`config.mk`:
```
export PLATFORM = sky130hd
export DESIGN_NAME = watchdog_counter
export DESIGN_NICKNAME = d
export VERILOG_FILES = /design/src/rtl/test_seq_pkg.sv /design/src/rtl/watchdog_counter.sv
export SDC_FILE = /design/constraint.sdc
export NUM_CORES = 1
export LEC_CHECK = 0
export CELL_PAD_IN_SITES_DETAIL_PLACEMENT = 1
export CELL_PAD_IN_SITES_GLOBAL_PLACEMENT = 2
export CORE_AREA = 2 2 61 63
export DETAILED_ROUTE_END_ITERATION = 16
export DIE_AREA = 0 0 63 65
export PLACE_DENSITY_LB_ADDON = 0.1
export SLEW_MARGIN = 20
export SYNTH_ARGS = -nofsm -noshare
export SYNTH_HDL_FRONTEND = slang
export SYNTH_SLANG_ARGS = --single-unit
```
`constraint.sdc`:
```
create_clock -name clk -period 3.5 [get_ports clk]
set_input_delay 1.05 -clock clk [delete_from_list [all_inputs] [get_ports clk]]
set_output_delay 1.05 -clock clk [all_outputs]
set_load 0.01 [all_outputs]
```
`src/rtl/test_seq_pkg.sv`:
```
// Shared types and sizing helpers for the self-test sequencer.
package test_seq_pkg;

    typedef enum logic [1:0] {
        IDLE = 2'd0,
        RUN  = 2'd1,
        GAP  = 2'd2,
        DONE = 2'd3
    } state_t;

    localparam int WD_W = 16;

    // Width of a test index; a single-test bank still gets one bit.
    function automatic int idx_w(input int n);
        return (n <= 1) ? 1 : $clog2(n);
    endfunction

endpackage

```
`src/rtl/watchdog_counter.sv`:
```
// Per-test cycle counter that saturates at the terminal count instead of wrapping.
module watchdog_counter
    import test_seq_pkg::*;
(
    input  logic            clk,
    input  logic            rst,
    input  logic            clear,
    input  logic            enable,
    input  logic [WD_W-1:0] term,
    output logic            expired
);

    logic [WD_W-1:0] cnt_q, cnt_d;

    always_comb begin
        cnt_d = cnt_q;
        if (clear)
            cnt_d = '0;
        else if (enable && !expired)
            cnt_d = cnt_q + 1'b1;
    end

    always_ff @(posedge clk) begin
        if (rst)
            cnt_q <= '0;
        else
            cnt_q <= cnt_d;
    end

    assign expired = (cnt_q == term);

endmodule

```
==> results.yml <==
synthesis:
  postSynthCellCount: 119
  synth_area_leaders: "dfxtp_1, xnor2_1, or3_2"
  avgSynthCellArea_um2: 8.853
  synth_cell_types: 33
  netlist.area_leader.share_pct: 30.40
  yosys.area.top_type: "dfxtp_1"
  ys_seq_elements: 16
  syn-num-nets: 140
  synth_area_mm2: 0.001054
  ys_seq_area_share_pct: 30.40
  ys_warn_count: 0
critical_path:
  reg2reg_slack_ns: 1.46
  slowest_stage: "clkdlybuf4s50_1"
  critical_path.startpoint: "term[5]"
  startpoint_type: "input pin"
  cp.required_ns: 2.45
  worstPathCellList: "clkdlybuf4s50_1 > xnor2_1 > nand4_1 > nor4_2 > buf_2"
  worstSetupPathType: "in -> out"
  endpoint_kind: "output pin"
  endpoint: "expired"
  r2r-end: "cnt_q[10]"
  path_max_fanout: 2
  rr_startpoint: "cnt_q[2]"
  crit_arrival_ns: 2.33
  max_stage_delay_ns: 0.47
  worstRegToRegCells: 7
clocking:
  h-tree-depth: 1
  clock_latency_ns: 0.30
  cts_tree: "built"
  clk_pin_slew_ns: 0.10
  cts_made_buffers: 3
  clock_sinks: 16
  clk_path_buf_depth: 2
  root_buffer: "clkbuf_4"
cells_and_area:
  largest-register: "cnt_q"
  instances_no_fill: 193
  fin_nets: 167
  n_fill_cell: 437
  design_area_mm2: 0.001361
  drive_above_1_share_pct: 28.28
  layout_common_cells: "clkdlybuf4s50_1, xnor2_1, dfxtp_1, or3_2"
  area_delta_synth_final_pct: 29.22
  largest_reg_flops: 16
  reg_top3: "cnt_q (16)"
  antenna_cells: 0
  final_common_cell: "clkdlybuf4s50_1"
sta:
  tns_ns: 0
  postLayoutSetupSlackWorst_ns: 0.1169
  finalClockSkew_ns: 0.006999
  fmax_mhz: 295.6
  tightest_slew_ns: 0.4005
  finalHoldViolCount: 0
  relSlewSlack_pct: 73.30
  rsz0062_at_grt: "false"
  slew_viol_final: 0
  holdWs_ns: 0.5006
  setup_viol: 0
  post-route-min-period_ns: 3.383
  fin_crit_sh_pct: 96.66
placement:
  io_buffers: 20
  placedCellCount: 187
  dp_hpwl_um: 2111
  placed_area_mm2: 0.001309
  dp_slack_ns: -0.3647
  place.gp.congestion: 0.6749
global_routing:
  grt_pass1_vias: 992
  grt_max_degree: 28
  grt-ovfl-total: 0
  grtUsageTotal_pct: 15.27
  antenna_found_initial: 0
  grt_pass1_wl_um: 4747
routing:
  drc_errors: 0
  routed_wl_um: 2803
  vias: 988
  first_pass_iters: 3
  first_iter_violations: 13
  via_per_inst: 5.119
  drtAntennaViolNets: 0
  routedWlPerCell_um: 14.52
floorplanning:
  die_h_um: 65
  ioPinCount: 21
  num_rows: 22
  die_x_um: 63
  dieArea_mm2: 0.004095
  core_area_mm2: 0.003496
  start_util_pct: 30.14
power_and_ir_drop:
  vdd_drop_max_v: 0.0001698
  power_density_mw_per_mm2: 269.0
  total_leakage_power_nw: 0.3940
job:
  max_cap_violations: 0
min_path:
  min_path_cells: 2
  hp-class: "reg -> reg"
outcome:
  outcome: "finished, final reports clean"
[cells by family (layout without fill, tap and decap cells)]
family / count (synthesis) / in the layout / share of synthesized area (%)
AO/OA/AOI/OAI: 30 / 30 / 21.97
XOR/XNOR: 17 / 17 / 14.13
adder cells (fa/ha/maj): 1 / 1 / 1.187
buffers and inverters: 7 / 33 / 4.751
flip-flops: 16 / 16 / 30.40
AND/OR/NAND/NOR: 48 / 48 / 27.55
[metal layers]
metal,up-vias,global-route usage (%),share of wire (%)
met3,2,4.688,4.0
met4,0,3.333,0.57
met5,-,0,0
met2,13,26.86,48
met1,483,18.22,47
li1,490,-,-
[worst max-delay path: cells and delay by family]
family | cells | cell delay [ns]
buffers and inverters | 2 | 0.66
xor gates and xnor gates | 1 | 0.12
and+or+nand+nor | 2 | 0.50
[through the flow]
| stage | utilization (%) | power [mW] |
|---|---|---|
| 3_5_place_dp | 37.44 | 0.2393 |
| 5_1_grt | 38.94 | 0.3854 |
| 3_3_place_gp | 37.44 | 0.2385 |
| 4_1_cts | 38.87 | 0.3719 |
| 6_report | 38.94 | 0.3663 |
| 2_1_floorplan | - | 0.2129 |
[final cells by class]
class                           count  area [µm²]  share of cell area (%)
Tap cell                           48       60.06                   4.412
Multi-Input combinational cell     96       689.4                   50.64
Inverter                            2       7.507                  0.5515
Sequential cell                    16       320.3                   23.53
Clock buffer                        4       36.28                   2.665
Timing Repair Buffer               27       247.7                   18.20
[how the worst min path moves through the flow]
| stage | startpoint | to | slack, ns |
|---|---|---|---|
| after CTS | cnt_q[15] | cnt_q[15] | 0.51 |
| after global placement | cnt_q[15] | cnt_q[15] | 0.49 |
| final | cnt_q[15] | cnt_q[15] | 0.50 |
| after detailed placement | cnt_q[15] | cnt_q[15] | 0.49 |
| after floorplan | cnt_q[13] | cnt_q[13] | 0.47 |
| after global routing | cnt_q[15] | cnt_q[15] | 0.53 |
[power breakdown]
group	internal [mW]	switching, mW
clock	0.0635	0.0668
sequential	0.183	0.00122
combinational	0.0308	0.0212
total	0.277	0.0892
[Yosys cell counts, drive strengths merged]
master   n
dfxtp   16
xnor2   16
a21oi   13
o21ai   13
or3     12
nand4    9
nand2    8
nand3    4
nor2     4
buf      3
and3     2
clkbuf   2
inv      2
nor4     2
or2      2
and2     1
and4     1
ha       1
nor3     1
o21a     1
o31a     1
o31ai    1
o41ai    1
or4      1
or4b     1
xor2     1
[what timing repair did]
action / in CTS / in global routing
buffers inserted: 1 / 1
hold buffers: 0 / 0
pin swaps: 2 / 2
gates resized for setup: 3 / 2
setup endpoints to repair: 1 / 1
Note: power is estimated with default switching activity, not from simulation.
